--- src/rtl/hazard_forward_unit.sv ---
// ID-stage hazard/forwarding controller: tracks DEPTH in-flight destinations and
// resolves each source operand to a forward select or a stall request.
module hazard_forward_unit #(
  parameter int unsigned REG_AW  = 4,
  parameter int unsigned NUM_SRC = 2,
  parameter int unsigned DEPTH   = 2,
  parameter int unsigned FWD_EN  = 1,
  parameter int unsigned CNT_W   = 16,
  localparam int unsigned SEL_W  = $clog2(DEPTH + 1)
) (
  input  logic                       clk,
  input  logic                       rst_n,
  input  logic                       id_valid,
  input  logic [NUM_SRC*REG_AW-1:0]  id_src,
  input  logic [NUM_SRC-1:0]         id_src_vld,
  input  logic [REG_AW-1:0]          id_dest,
  input  logic                       id_wb_en,
  input  logic                       id_is_load,
  input  logic                       freeze,
  input  logic                       flush,
  output logic                       hazard_detected,
  output logic [NUM_SRC*SEL_W-1:0]   fwd_sel,
  output logic [CNT_W-1:0]           stall_cnt
);

  logic [DEPTH-1:0]  sh_vld;
  logic [DEPTH-1:0]  sh_load;
  logic [REG_AW-1:0] sh_dest [DEPTH];

  logic [NUM_SRC-1:0] src_hit;
  logic [NUM_SRC-1:0] src_stall;
  logic [SEL_W-1:0]   src_sel [NUM_SRC];

  // Ascending scan with a hit flag so the youngest matching stage wins.
  always_comb begin
    src_hit   = '0;
    src_stall = '0;
    for (int unsigned i = 0; i < NUM_SRC; i++) begin
      src_sel[i] = '0;
      if (id_valid && id_src_vld[i]) begin
        for (int unsigned j = 0; j < DEPTH; j++) begin
          if (!src_hit[i] && sh_vld[j] && (sh_dest[j] == id_src[i*REG_AW +: REG_AW])) begin
            src_hit[i]   = 1'b1;
            src_sel[i]   = SEL_W'(j + 1);
            src_stall[i] = (FWD_EN == 0) || ((j == 0) && sh_load[0]);
          end
        end
      end
    end
    hazard_detected = |src_stall;
  end

  always_comb begin
    fwd_sel = '0;
    if (!hazard_detected) begin
      for (int unsigned i = 0; i < NUM_SRC; i++) begin
        fwd_sel[i*SEL_W +: SEL_W] = src_sel[i];
      end
    end
  end

  always_ff @(posedge clk or negedge rst_n) begin
    if (!rst_n) begin
      sh_vld    <= '0;
      sh_load   <= '0;
      stall_cnt <= '0;
      for (int unsigned k = 0; k < DEPTH; k++) begin
        sh_dest[k] <= '0;
      end
    end else begin
      if (flush) begin
        sh_vld <= '0;
      end else if (!freeze) begin
        for (int unsigned k = 1; k < DEPTH; k++) begin
          sh_vld[k]  <= sh_vld[k-1];
          sh_dest[k] <= sh_dest[k-1];
          sh_load[k] <= sh_load[k-1];
        end
        sh_vld[0]  <= id_valid & id_wb_en & ~hazard_detected;
        sh_dest[0] <= id_dest;
        sh_load[0] <= id_is_load;
      end
      if (hazard_detected && !freeze && !flush && (stall_cnt != '1)) begin
        stall_cnt <= stall_cnt + 1'b1;
      end
    end
  end

endmodule

--- config.mk ---
export PLATFORM = sky130hd
export DESIGN_NAME = hazard_forward_unit
export DESIGN_NICKNAME = d
export VERILOG_FILES = /design/src/rtl/hazard_forward_unit.sv
export SDC_FILE = /design/constraint.sdc
export NUM_CORES = 1
export LEC_CHECK = 0
export ABC_AREA = 0
export CAP_MARGIN = 20
export CORE_MARGIN = 4
export CORE_UTILIZATION = 45
export CTS_CLUSTER_DIAMETER = 30
export DETAILED_ROUTE_END_ITERATION = 7
export PLACE_DENSITY = 0.76
export SYNTH_ARGS = -nofsm -noshare
export SYNTH_HDL_FRONTEND = slang
export SYNTH_SLANG_ARGS = --single-unit
--- constraint.sdc ---
create_clock -name clk -period 2.3 [get_ports clk]
set_input_delay 0.46 -clock clk [delete_from_list [all_inputs] [get_ports clk]]
set_output_delay 0.46 -clock clk [all_outputs]
set_load 0.05 [all_outputs]
After elaboration in Yosys (flattened, before gate mapping)

Cells that the tools add are included.

Add/subtract/negate cells: 1
Eq/ne operators: 6
Mux-type cells: 19
Bitwise operators: 5
Reduce and logical (&&, ||, !) cells: 17

Operators by type and width:

| cell                                           | count |
|---|---|
| adder 16 x 1 -> 16 bit (second input constant) | 1 |
| == test 4 bit                                  | 4 |
| != test 16 bit (second input constant)         | 1 |
| two-way mux 1 bit                              | 12 |
| two-way mux 2 bit                              | 6 |
| logical AND 1 bit                              | 11 |
| zero test 1 bit                                | 4 |
| two-way mux 4 bit                              | 1 |
| NOT 1 bit                                      | 3 |
| AND 1 bit                                      | 2 |
| != test 2 x 1 -> 1 bit (second input constant) | 1 |
| AND reduction 2 bit                            | 1 |
| OR reduction 2 bit                             | 1 |

Flip-flop bits (word level): 27
Output and inout bits: 21
Word-level logic and storage cells: 53

Longest topological paths before layout

Gate-level depths: netlist of run 1.

Depth in word-level cells: 14
Mapped depth: 7
Mapped depth without buffers: 7

Worst setup path before layout of run 1

Ideal clock, no wire load.

Path kind: input to output
Start: input id_src[3]
End: output fwd_sel[0]
Arrival: 2.224 ns
Setup slack: -0.384 ns
Cell stages on the path: 3
Buffers on the path: 0
Cell sequence: xnor2_1 > nand3_1 > nor4_1

Cells in the longest elaborated chain, start to end: 11

RTL lines:

| element                        | RTL line | RTL |
|---|---|---|
| from (decl)                    | 14       | `input logic [NUM_SRC*REG_AW-1:0] id_src,` |
| == test 4 bit                  | 42       | `if (!src_hit[i] && sh_vld[j] && (sh_dest[j] == id_src[i*REG_AW +: REG_AW])) begin` |
| logical AND 1 bit              | 42       |  |
| two-way mux 1 bit              | 42       |  |
| two-way mux 1 bit              | 40       | `if (id_valid && id_src_vld[i]) begin` |
| zero test 1 bit                | 42       |  |
| logical AND 1 bit (2 in a row) | 42       |  |
| two-way mux 1 bit              | 42       |  |
| two-way mux 1 bit              | 40       |  |
| OR reduction 2 bit             | 50       | `hazard_detected = \|src_stall;` |
| two-way mux 4 bit (*)          | 55       | `if (!hazard_detected) begin` |
| to (decl)                      | 22       | `output logic [NUM_SRC*SEL_W-1:0] fwd_sel,` |

Mark *: on every way between the ends. The rest lies on a longest branch, timed or not. The select of a mux whose other input is x is not followed.

Final worst setup path of run 1

Start: input id_src[6]
End: output fwd_sel[1]

Cells in the longest elaborated chain, start to end: 11

RTL lines:

| element                        | RTL line |
|---|---|
| == test 4 bit                  | 42 |
| logical AND 1 bit              | 42 |
| two-way mux 1 bit              | 42 |
| two-way mux 1 bit              | 40 |
| zero test 1 bit                | 42 |
| logical AND 1 bit (2 in a row) | 42 |
| two-way mux 1 bit (*)          | 42 |
| two-way mux 1 bit (*)          | 40 |
| OR reduction 2 bit (*)         | 50 |
| two-way mux 4 bit (*)          | 55 |

Marked as above.

==> tab_implementation.tex, run 1 <==
\begin{tabular}{lr}
\hline
Metric & Value \\
\hline
\multicolumn{2}{l}{\textbf{Placement}} \\
DP HPWL & 2882 µm \\
Setup slack at placement & -188.2 ps \\
Dpl cell area & 2048 µm² \\
Weighted congestion at the end of routability-driven global placement & 0.9338 \\
IO Port Bufs & 41 \\
\multicolumn{2}{l}{\textbf{Logic synthesis}} \\
Post-synthesis cell type count & 29 \\
Fraction of the yosys area taken by sequential cells & 46.67\% \\
Mean area per synthesized cell & 10.57 µm² \\
Register bit count reported by yosys & 27 \\
Xor-xnor portion of the synthesized cell area & 18.15\% \\
Dominant combinational cell family by area after synthesis & simple AND/OR/NAND/NOR gates \\
Portion of netlist area occupied by mux cells & 8.470\% \\
Instance count of the mapped netlist & 137 \\
Simple-gate area share of the yosys netlist & 23.34\% \\
Post-Syn Area & 1448 µm² \\
Synthesized Nets & 159 \\
Synthesized-area fraction occupied by ao, oa, aoi and oai cells & 0.9507\% \\
Post-synthesis share of cell area spent on full adders, half adders and majority gates & 0.8643\% \\
Count of warnings emitted by yosys & 0 \\
\multicolumn{2}{l}{\textbf{Global route}} \\
Via count of the first global-routing pass & 1356 \\
Pin count of the biggest net entering global routing & 28 \\
Initial antenna violation count & 0 \\
Global-route total usage across every layer & 20.10\% \\
Global-route wire length before repair & 6589 µm \\
Gr ovfl total & 0 \\
\multicolumn{2}{l}{\textbf{Routing}} \\
Total wirelength of the detailed-routed design & 4042 µm \\
Avg Vias per Cell & 5.388 \\
First-pass iteration count of the detailed router & 4 \\
Starting DRC count in detailed routing & 88 \\
Final routed DRC violation total & 0 \\
Detailed-route via count & 1320 \\
Count of nets left with antenna violations after detail routing & 0 \\
Detail-routed net length per standard cell & 16.50 µm \\
\multicolumn{2}{l}{\textbf{CTS}} \\
Sink Count & 27 \\
TritonCTS clock tree & yes \\
H-tree depth reported by CTS & 1 \\
Number of buffers inserted during clock tree synthesis & 3 \\
Clock Tree Root & clkbuf\_4 \\
Clock Latency Late Sink & 330 ps \\
Clock transition at the registers of the reported paths & 150 ps \\
Deepest clock path buffer count & 2 \\
\multicolumn{2}{l}{\textbf{Cells and area}} \\
Antenna Diode Count & 0 \\
Number of nets in the finished design & 224 \\
Layout Area Growth over Synthesis & 48.83\% \\
Final design instance area without fill & 2155 µm² \\
Proportion of layout cells with a drive suffix above 1 & 25.37\% \\
\multicolumn{2}{l}{\textbf{Status}} \\
Violations in the final reports & setup timing \\
Outcome & complete, but fails checks \\
\multicolumn{2}{l}{\textbf{Floorplanning}} \\
Core Rows & 20 \\
Width of the die & 64.72 µm \\
Starting Density & 47.03\% \\
Floorplan Core Area & 3078 µm² \\
Vert. Die Dim & 64.72 µm \\
IO Count & 42 \\
Die Footprint & 4189 µm² \\
\multicolumn{2}{l}{\textbf{Power and ir drop}} \\
Maximum vdd drop & 0.3988 mV \\
LEAKAGE & 0.9753 nW \\
Power density cells & 447.4 nW/µm² \\
\multicolumn{2}{l}{\textbf{Min path}} \\
Min-delay worst type & in -> async \\
\multicolumn{2}{l}{\textbf{Timing}} \\
Number of max-slew violations in the final report & 0 \\
Relative slew slack & 64.17\% \\
RSZ-0062 raised after global routing & yes \\
Final setup violation count & 1 \\
Fraction of the cycle the final worst path needs & 100.5\% \\
Final count of hold timing violations & 0 \\
Peak clock frequency supported by timing & 0.4328 GHz \\
Min Clock Period, post-route & 2310 ps \\
Slew of the pin with the lowest slew margin & 535.8 ps \\
Crit path setup slack, layout & -10.49 ps \\
Clock Skew & 1.872 ps \\
\multicolumn{2}{l}{\textbf{Setup path}} \\
Type of element launching the critical path & input port \\
R2r worst-path depth & 8 \\
Critical register-to-register path endpoint & stall\_cnt[1] \\
Data required, critical path & 1840 ps \\
Critical Path Sink Type & primary output \\
Reg2reg start & sh\_dest[7] \\
Worst endpoint data arrival time & 1850 ps \\
Highest net fanout along the worst path & 3 \\
Start-to-end type of the worst setup path & in -> out \\
Minimum setup slack among reg-to-reg paths & 160 ps \\
\multicolumn{2}{l}{\textbf{Flow run}} \\
Number of maximum-capacitance constraint violations & 0 \\
\hline
\end{tabular}
-- area by class of cell --
cell class / instances / area [µm²]
inverters: 1 / 3.754
well taps: 44 / 55.05
fillers: 249 / 923.4
clock buffers: 4 / 26.28
multi-input cells: 106 / 779.5
flip-flops and latches: 27 / 676.9
repair buffers: 63 / 613.1
-- Yosys cell counts, drive strengths merged --
cell type / instances / share of area (%)
nand3: 9 / 3.1
and3: 4 / 1.8
inv: 1 / 0.26
or2b: 1 / 0.52
nor3b: 1 / 0.52
mux2i: 1 / 0.69
nor2: 7 / 1.8
nor3: 6 / 2.1
and2: 1 / 0.61
nand4b: 1 / 0.61
dfrtp: 27 / 47
or2: 1 / 0.43
buf: 1 / 0.78
or4: 1 / 0.52
a21oi: 2 / 0.95
xor2: 18 / 11
nor4: 5 / 2.2
nand2: 12 / 3.1
or3: 1 / 0.78
nand2b: 1 / 0.43
nand3b: 1 / 0.52
ha: 1 / 0.86
xnor2: 12 / 7.3
clkbuf: 2 / 0.52
nand4: 9 / 3.9
nor2b: 1 / 0.43
mux2: 10 / 7.8
-- worst max-delay path by stage --
stage	endpoint	slack, ps	startpoint	depth (start not counted)
3_3_place_gp	hazard_detected	-160	id_src[2]	7
2_1_floorplan	hazard_detected	160	id_src[3]	6
6_report	fwd_sel[1]	-10	id_src[6]	6
5_1_grt	hazard_detected	-60	sh_dest[7]	6
4_1_cts	hazard_detected	5	id_src[6]	7
3_5_place_dp	hazard_detected	-190	id_src[3]	7
-- cell usage in the layout, fill, tap and decap left out, drive strengths merged, types with 2 or more instances in the layout --
cell type,instances
nand2,12
and3,4
nand4,9
mux2,10
xnor2,12
a21oi,2
clkdlybuf4s50,28
buf,27
xor2,18
nor4,5
dlygate4sd2,4
nand3,9
nor2,7
dfrtp,27
nor3,6
clkbuf,4
dlymetal6s2s,4
-- worst max-delay path, cell delays in order --
cell             delay [ps]
clkdlybuf4s50_1         490
xor2_1                  220
nor3_2                   80
nand4_1                 140
nor3b_2                 270
buf_6                   200
-- stage by stage --
stage / TNS, ps / hold WS [ps] / total power [W] / util, % / cells
3_3_place_gp: -1032 / 480.5 / 0.0007328 / 66.54 / 234
3_5_place_dp: -1759 / 486.6 / 0.0007436 / 66.54 / 234
4_1_cts: 0 / 484.6 / 0.0009502 / 68.37 / 241
5_1_grt: -159.5 / 496.6 / 0.001020 / 70.00 / 245
6_report: -10.49 / 479.5 / 0.0009640 / 70.00 / 245
2_1_floorplan: 0 / 164.4 / 0.0006443 / - / 137
-- power breakdown --
part | switching (W) | total (W) | internal (W)
Combinational | 0.0000863 | 0.000200 | 0.000113
Sequential | 0.0000437 | 0.000550 | 0.000507
Clock | 0.000146 | 0.000214 | 0.0000680
-- state kept, by name, summed over array words and instances, names as in the netlist --
name and count:
sh_vld 2, stall_cnt 16, sh_load 1, sh_dest 8
-- logic make-up after synthesis --
kind of cell             after synthesis
AND/OR/NAND/NOR                       62
XOR/XNOR                              30
flip-flops                            27
multiplexers                          11
buffers and inverters                  4
AO/OA/AOI/OAI                          2
adder cells (fa/ha/maj)                1
-- repair_timing --
action / 4_1_cts / 5_1_grt
endpoints found under the setup margin: 5 / 5
gates cloned: 0 / 0
pin swaps: 6 / 6
setup buffers: 3 / 4
hold buffers: 0 / 0
resized for setup: 8 / 6
-- layer usage --
metal | up-vias | wire length, µm | track usage (%)
met2 | 48 | 2171 | 35.63
met5 | - | 0 | 0
met3 | 10 | 166 | 2.946
met4 | 0 | 118 | 4.749
met1 | 654 | 1586 | 25.61
li1 | 608 | - | -
Note: power is estimated with default switching activity, not from simulation.
==> run 2: changes to the inputs <==
--- a/config.mk
+++ b/config.mk
@@ -15,3 +15,4 @@
 export SYNTH_ARGS = -nofsm -noshare
 export SYNTH_HDL_FRONTEND = slang
 export SYNTH_SLANG_ARGS = --single-unit
+export TNS_END_PERCENT = 30
==> run 2 against run 1 <==
Effect of this change:
- the flow now finishes without violations
- sequential share of layout area fell by 0.55 points
- setup slack gained 20 ps
- global-route usage down 1.4 points
- cell count unchanged
- flip-flop and latch count unchanged
- combinational power about the same
- clock power is 5% lower
- sequential power is essentially flat
- register-to-register slack got worse by 90 ps
- maximum frequency rose by 0.86%
- largest cell class unchanged
==> tab_implementation.tex, run 2 (same netlist as run 1, synthesis figures left out) <==
\begin{tabular}{lr}
\hline
Metric & Value \\
\hline
\multicolumn{2}{l}{\textbf{Placement}} \\
Weighted congestion at the end of routability-driven global placement & 0.8736 \\
Setup slack at placement & -196.8 ps \\
IO Port Bufs & 41 \\
DP HPWL & 2767 µm \\
\multicolumn{2}{l}{\textbf{Floorplanning}} \\
Floorplan Core Area & 3078 µm² \\
Width of the die & 64.72 µm \\
Core Rows & 20 \\
Starting Density & 47.03\% \\
Die Footprint & 4189 µm² \\
IO Count & 42 \\
Vert. Die Dim & 64.72 µm \\
\multicolumn{2}{l}{\textbf{Setup path}} \\
Worst endpoint data arrival time & 1830 ps \\
Highest net fanout along the worst path & 3 \\
Critical Path Sink Type & primary output \\
Start-to-end type of the worst setup path & in -> out \\
Data required, critical path & 1840 ps \\
Type of element launching the critical path & input port \\
\multicolumn{2}{l}{\textbf{Global route}} \\
Global-route total usage across every layer & 18.67\% \\
Pin count of the biggest net entering global routing & 28 \\
Global-route wire length before repair & 6189 µm \\
Via count of the first global-routing pass & 1376 \\
Initial antenna violation count & 0 \\
Gr ovfl total & 0 \\
\multicolumn{2}{l}{\textbf{Cells and area}} \\
Antenna Diode Count & 0 \\
Number of fillers in the final layout & 241 \\
Flip-flop count of the largest register after layout & 16 \\
Biggest register & stall\_cnt \\
Proportion of layout cells with a drive suffix above 1 & 28.86\% \\
Most common cell after layout, fill and taps aside & clkdlybuf4s50\_1 \\
Layout Area Growth over Synthesis & 51.77\% \\
Number of nets in the finished design & 224 \\
Most frequent cells in the layout & clkdlybuf4s50\_1 (27), dfrtp\_1 (25), buf\_4 (22), xor2\_1 (17), nand2\_1 (12) \\
Largest registers & stall\_cnt: 16 flops, sh\_dest: 8 flops, sh\_vld: 2 flops \\
\multicolumn{2}{l}{\textbf{Routing}} \\
Starting DRC count in detailed routing & 72 \\
Count of nets left with antenna violations after detail routing & 0 \\
Final routed DRC violation total & 0 \\
First-pass iteration count of the detailed router & 5 \\
Total wirelength of the detailed-routed design & 3879 µm \\
Avg Vias per Cell & 5.416 \\
Detail-routed net length per standard cell & 15.83 µm \\
Detailed-route via count & 1327 \\
\multicolumn{2}{l}{\textbf{Power and ir drop}} \\
Post-layout power & 0.0009573 W \\
LEAKAGE & 0.9628 nW \\
Power density cells & 435.7 nW/µm² \\
Maximum vdd drop & 0.3531 mV \\
\multicolumn{2}{l}{\textbf{CTS}} \\
TritonCTS clock tree & yes \\
Number of buffers inserted during clock tree synthesis & 3 \\
Clock Latency Late Sink & 320 ps \\
H-tree depth reported by CTS & 1 \\
Clock transition at the registers of the reported paths & 150 ps \\
Number of buffers added to fix hold violations after cts & 0 \\
Clock Tree Root & clkbuf\_4 \\
Deepest clock path buffer count & 2 \\
Sink Count & 27 \\
\multicolumn{2}{l}{\textbf{Min path}} \\
Min-delay worst type & in -> async \\
\multicolumn{2}{l}{\textbf{Flow run}} \\
Number of maximum-capacitance constraint violations & 0 \\
\multicolumn{2}{l}{\textbf{Timing}} \\
Number of max-slew violations in the final report & 0 \\
Slew of the pin with the lowest slew margin & 506.8 ps \\
Crit path setup slack, layout & 9.142 ps \\
Final setup violation count & 0 \\
Final TNS setup & 0 ps \\
Fraction of the cycle the final worst path needs & 99.60\% \\
Peak clock frequency supported by timing & 0.4365 GHz \\
Relative slew slack & 66.11\% \\
RSZ-0062 raised after global routing & yes \\
Clock Skew & 2.551 ps \\
Final count of hold timing violations & 0 \\
Min Clock Period, post-route & 2291 ps \\
\multicolumn{2}{l}{\textbf{Status}} \\
Outcome & finished, final reports clean \\
\hline
\end{tabular}
## run 2: through the flow
| step | area (µm²) | hold WS [ps] | cells | utilization (%) |
|---|---|---|---|---|
| floorplan | 1454 | 164.4 | 137 | - |
| CTS | 2147 | 495.2 | 245 | 69.76 |
| global route | 2197 | 498.9 | 245 | 71.38 |
| detailed placement | 2058 | 492.4 | 235 | 66.87 |
| global placement | 2058 | 479.5 | 235 | 66.87 |
| finish | 2197 | 489.0 | 245 | 71.38 |
## run 2: routing by layer
| layer | wire (µm) | global-route usage, % | vias up |
|---|---|---|---|
| met3 | 169 | 2.946 | 10 |
| met4 | 91 | 7.388 | 0 |
| met5 | 0 | 0 | - |
| met1 | 1613 | 23.56 | 652 |
| li1 | - | - | 612 |
| met2 | 2005 | 31.80 | 53 |
## run 2: worst paths after layout
kind | startpoint | endpoint | slack (ps) | cells past startpoint
setup / recovery | id_src_vld[1] | fwd_sel[3] | 9 | 5
hold / removal | rst_n | stall_cnt[9] | 490 | 2
setup reg to reg | sh_dest[6] | stall_cnt[1] | 70 | 9
hold reg to reg | stall_cnt[9] | stall_cnt[9] | 510 | 1
max in group asynchronous | rst_n | sh_dest[4] | 1540 | 2
min in group clk | stall_cnt[9] | stall_cnt[9] | 510 | 1
## run 2: power by group
part / total [W] / switching [W] / leakage, nW / internal [W]
Combinational: 0.000201 / 0.0000879 / 0.590 / 0.000114
Sequential: 0.000552 / 0.0000444 / 0.355 / 0.000507
Clock: 0.000204 / 0.000139 / 0.0177 / 0.0000651
## run 2: layout make-up
type,count,area (µm²),area share [%]
Multi-Input combinational cell,106,823.3,37.47
Sequential cell,27,678.2,30.87
Timing Repair Buffer,63,609.3,27.73
Tap cell,44,55.05,2.506
Clock buffer,3,22.52,1.025
Clock inverter,1,5.005,0.2278
Inverter,1,3.754,0.1708
## run 2: worst max-delay path, cell delays in order
cell	delay, ps
clkdlybuf4s50_1	520
nand4_1	120
nor4_2	330
and3_4	260
buf_8	140
## run 2: what timing repair did
action	4_1_cts	5_1_grt
pin swaps	7	3
endpoints found under the setup margin	5	5
resized for setup	16	9
buffers inserted	6	1
==> run 3: changes to the inputs <==
--- a/config.mk
+++ b/config.mk
@@ -11,7 +11,7 @@
 export CORE_UTILIZATION = 45
 export CTS_CLUSTER_DIAMETER = 30
 export DETAILED_ROUTE_END_ITERATION = 7
-export PLACE_DENSITY = 0.76
+export PLACE_DENSITY = 0.73
 export SYNTH_ARGS = -nofsm -noshare
 export SYNTH_HDL_FRONTEND = slang
 export SYNTH_SLANG_ARGS = --single-unit
==> run 3 against run 2 <==
Effect of this change:
- the run now ends with setup timing left
- setup slack lost 15 ps
- design area is 0.80% lower
- first-iteration DRC count down 38%
- hold slack got worse by 18 ps
- critical path type unchanged
- largest cell class unchanged
- highest routed layer unchanged
==> tab_implementation.tex, run 3 (same netlist as run 1, synthesis figures left out) <==
\begin{tabular}{lr}
\hline
Metric & Value \\
\hline
\multicolumn{2}{l}{\textbf{Status}} \\
Outcome & complete, but fails checks \\
Violations in the final reports & setup timing \\
\multicolumn{2}{l}{\textbf{Global route}} \\
Pin count of the biggest net entering global routing & 28 \\
Global-route total usage across every layer & 19.56\% \\
Via count of the first global-routing pass & 1357 \\
Global-route wire length before repair & 6430 µm \\
Initial antenna violation count & 0 \\
Gr ovfl total & 0 \\
\multicolumn{2}{l}{\textbf{CTS}} \\
Sink Count & 27 \\
Clock Latency Late Sink & 340 ps \\
H-tree depth reported by CTS & 1 \\
Number of buffers inserted during clock tree synthesis & 3 \\
Deepest clock path buffer count & 2 \\
Clock transition at the registers of the reported paths & 160 ps \\
Clock Tree Root & clkbuf\_4 \\
TritonCTS clock tree & yes \\
\multicolumn{2}{l}{\textbf{Timing}} \\
Crit path setup slack, layout & -6.326 ps \\
Number of max-slew violations in the final report & 0 \\
RSZ-0062 raised after global routing & yes \\
Fin Hold WS & 471.1 ps \\
Fraction of the cycle the final worst path needs & 100.3\% \\
Final count of hold timing violations & 0 \\
Final TNS setup & -6.326 ps \\
Relative slew slack & 66.65\% \\
Clock Skew & 15.60 ps \\
Final setup violation count & 1 \\
Min Clock Period, post-route & 2306 ps \\
Slew of the pin with the lowest slew margin & 498.7 ps \\
Peak clock frequency supported by timing & 0.4336 GHz \\
\multicolumn{2}{l}{\textbf{Min path}} \\
Min-delay worst type & in -> async \\
\multicolumn{2}{l}{\textbf{Placement}} \\
IO Port Bufs & 41 \\
DP HPWL & 2788 µm \\
Weighted congestion at the end of routability-driven global placement & 0.8339 \\
Setup slack at placement & -185.7 ps \\
\multicolumn{2}{l}{\textbf{Cells and area}} \\
Number of nets in the finished design & 223 \\
Layout Area Growth over Synthesis & 50.56\% \\
Most common cell after layout, fill and taps aside & clkdlybuf4s50\_1 \\
Most frequent cells in the layout & clkdlybuf4s50\_1 (28), dfrtp\_1 (25), buf\_4 (20), xor2\_1 (17) \\
Biggest register & stall\_cnt \\
Largest registers & stall\_cnt: 16 flops, sh\_dest: 8 flops, sh\_vld: 2 flops \\
Proportion of layout cells with a drive suffix above 1 & 26.50\% \\
Flip-flop count of the largest register after layout & 16 \\
Antenna Diode Count & 0 \\
Number of fillers in the final layout & 235 \\
\multicolumn{2}{l}{\textbf{Setup path}} \\
Worst endpoint data arrival time & 1850 ps \\
Start-to-end type of the worst setup path & in -> out \\
Critical path's largest stage delay & 460 ps \\
Cells traversed along the worst timing path & clkdlybuf4s50\_1 -> xnor2\_1 -> nand4\_1 -> nor4\_1 -> and3\_2 -> buf\_8 \\
Type of element launching the critical path & input port \\
Buffer and inverter count on the worst path & 2 \\
Data required, critical path & 1840 ps \\
Cell family with the largest share of critical-path delay & buffers and inverters \\
Highest net fanout along the worst path & 2 \\
Critical Path Sink Type & primary output \\
Slowest-stage cell, CP & clkdlybuf4s50\_1 \\
\multicolumn{2}{l}{\textbf{Routing}} \\
Detail-routed net length per standard cell & 15.50 µm \\
Total wirelength of the detailed-routed design & 3782 µm \\
Starting DRC count in detailed routing & 45 \\
Count of nets left with antenna violations after detail routing & 0 \\
Detailed-route via count & 1287 \\
Final routed DRC violation total & 0 \\
Avg Vias per Cell & 5.275 \\
First-pass iteration count of the detailed router & 4 \\
\multicolumn{2}{l}{\textbf{Floorplanning}} \\
Die Footprint & 4189 µm² \\
IO Count & 42 \\
Starting Density & 47.03\% \\
Core Rows & 20 \\
Width of the die & 64.72 µm \\
Floorplan Core Area & 3078 µm² \\
Vert. Die Dim & 64.72 µm \\
\multicolumn{2}{l}{\textbf{Power and ir drop}} \\
Post-layout power & 0.0009576 W \\
Power density cells & 439.3 nW/µm² \\
LEAKAGE & 0.9585 nW \\
Maximum vdd drop & 0.3338 mV \\
\multicolumn{2}{l}{\textbf{Flow run}} \\
Number of maximum-capacitance constraint violations & 0 \\
\hline
\end{tabular}
run 3: through the flow:
step | area [µm²] | utilization [%] | std cells
after detailed placement | 2058 | 66.87 | 235
after global placement | 2058 | 66.87 | 235
final | 2180 | 70.81 | 244
after global routing | 2180 | 70.81 | 244
after CTS | 2143 | 69.63 | 245
after floorplan | 1454 | - | 137
run 3: timing repair:
| action | 4_1_cts | 5_1_grt |
|---|---|---|
| setup endpoints to repair | 5 | 12 |
| hold buffers | 0 | 0 |
| hold endpoints to repair | 0 | 0 |
| resized for setup | 11 | 10 |
| setup buffers | 6 | 0 |
| pin swaps | 7 | 5 |
run 3: area by class of cell:
type                    count  area (µm²)  area share (%)
repair buffers             62       614.3           28.19
multi-input cells         106       798.3           36.62
clock buffers               3       22.52           1.033
inverters                   1       3.754          0.1722
clock inverters             1       7.507          0.3444
well taps                  44       55.05           2.526
flip-flops and latches     27       678.2           31.11
run 3: worst paths after layout:
check                        startpoint            to  slack [ps]  cells past startpoint
max                           id_src[4]    fwd_sel[3]          -6                      6
min                               rst_n  stall_cnt[5]         470                      2
max reg2reg                  sh_dest[7]  stall_cnt[2]          80                     12
min reg2reg                stall_cnt[9]  stall_cnt[9]         500                      1
max in group asynchronous         rst_n    sh_dest[6]        1540                      2
min in group clk           stall_cnt[9]  stall_cnt[9]         500                      1
run 3: per-layer routing:
layer / track usage, % / vias to the layer above / wire [µm]
li1: - / 609 / -
met1: 24.23 / 626 / 1608
met2: 34.10 / 42 / 1935
met3: 3.120 / 10 / 163
met4: 7.124 / 0 / 74
met5: 0 / - / 0
run 3: where the power goes:
group / internal [W] / total, W / switching, W
Clock: 0.0000665 / 0.000216 / 0.000150
Sequential: 0.000507 / 0.000552 / 0.0000444
Combinational: 0.000107 / 0.000190 / 0.0000823
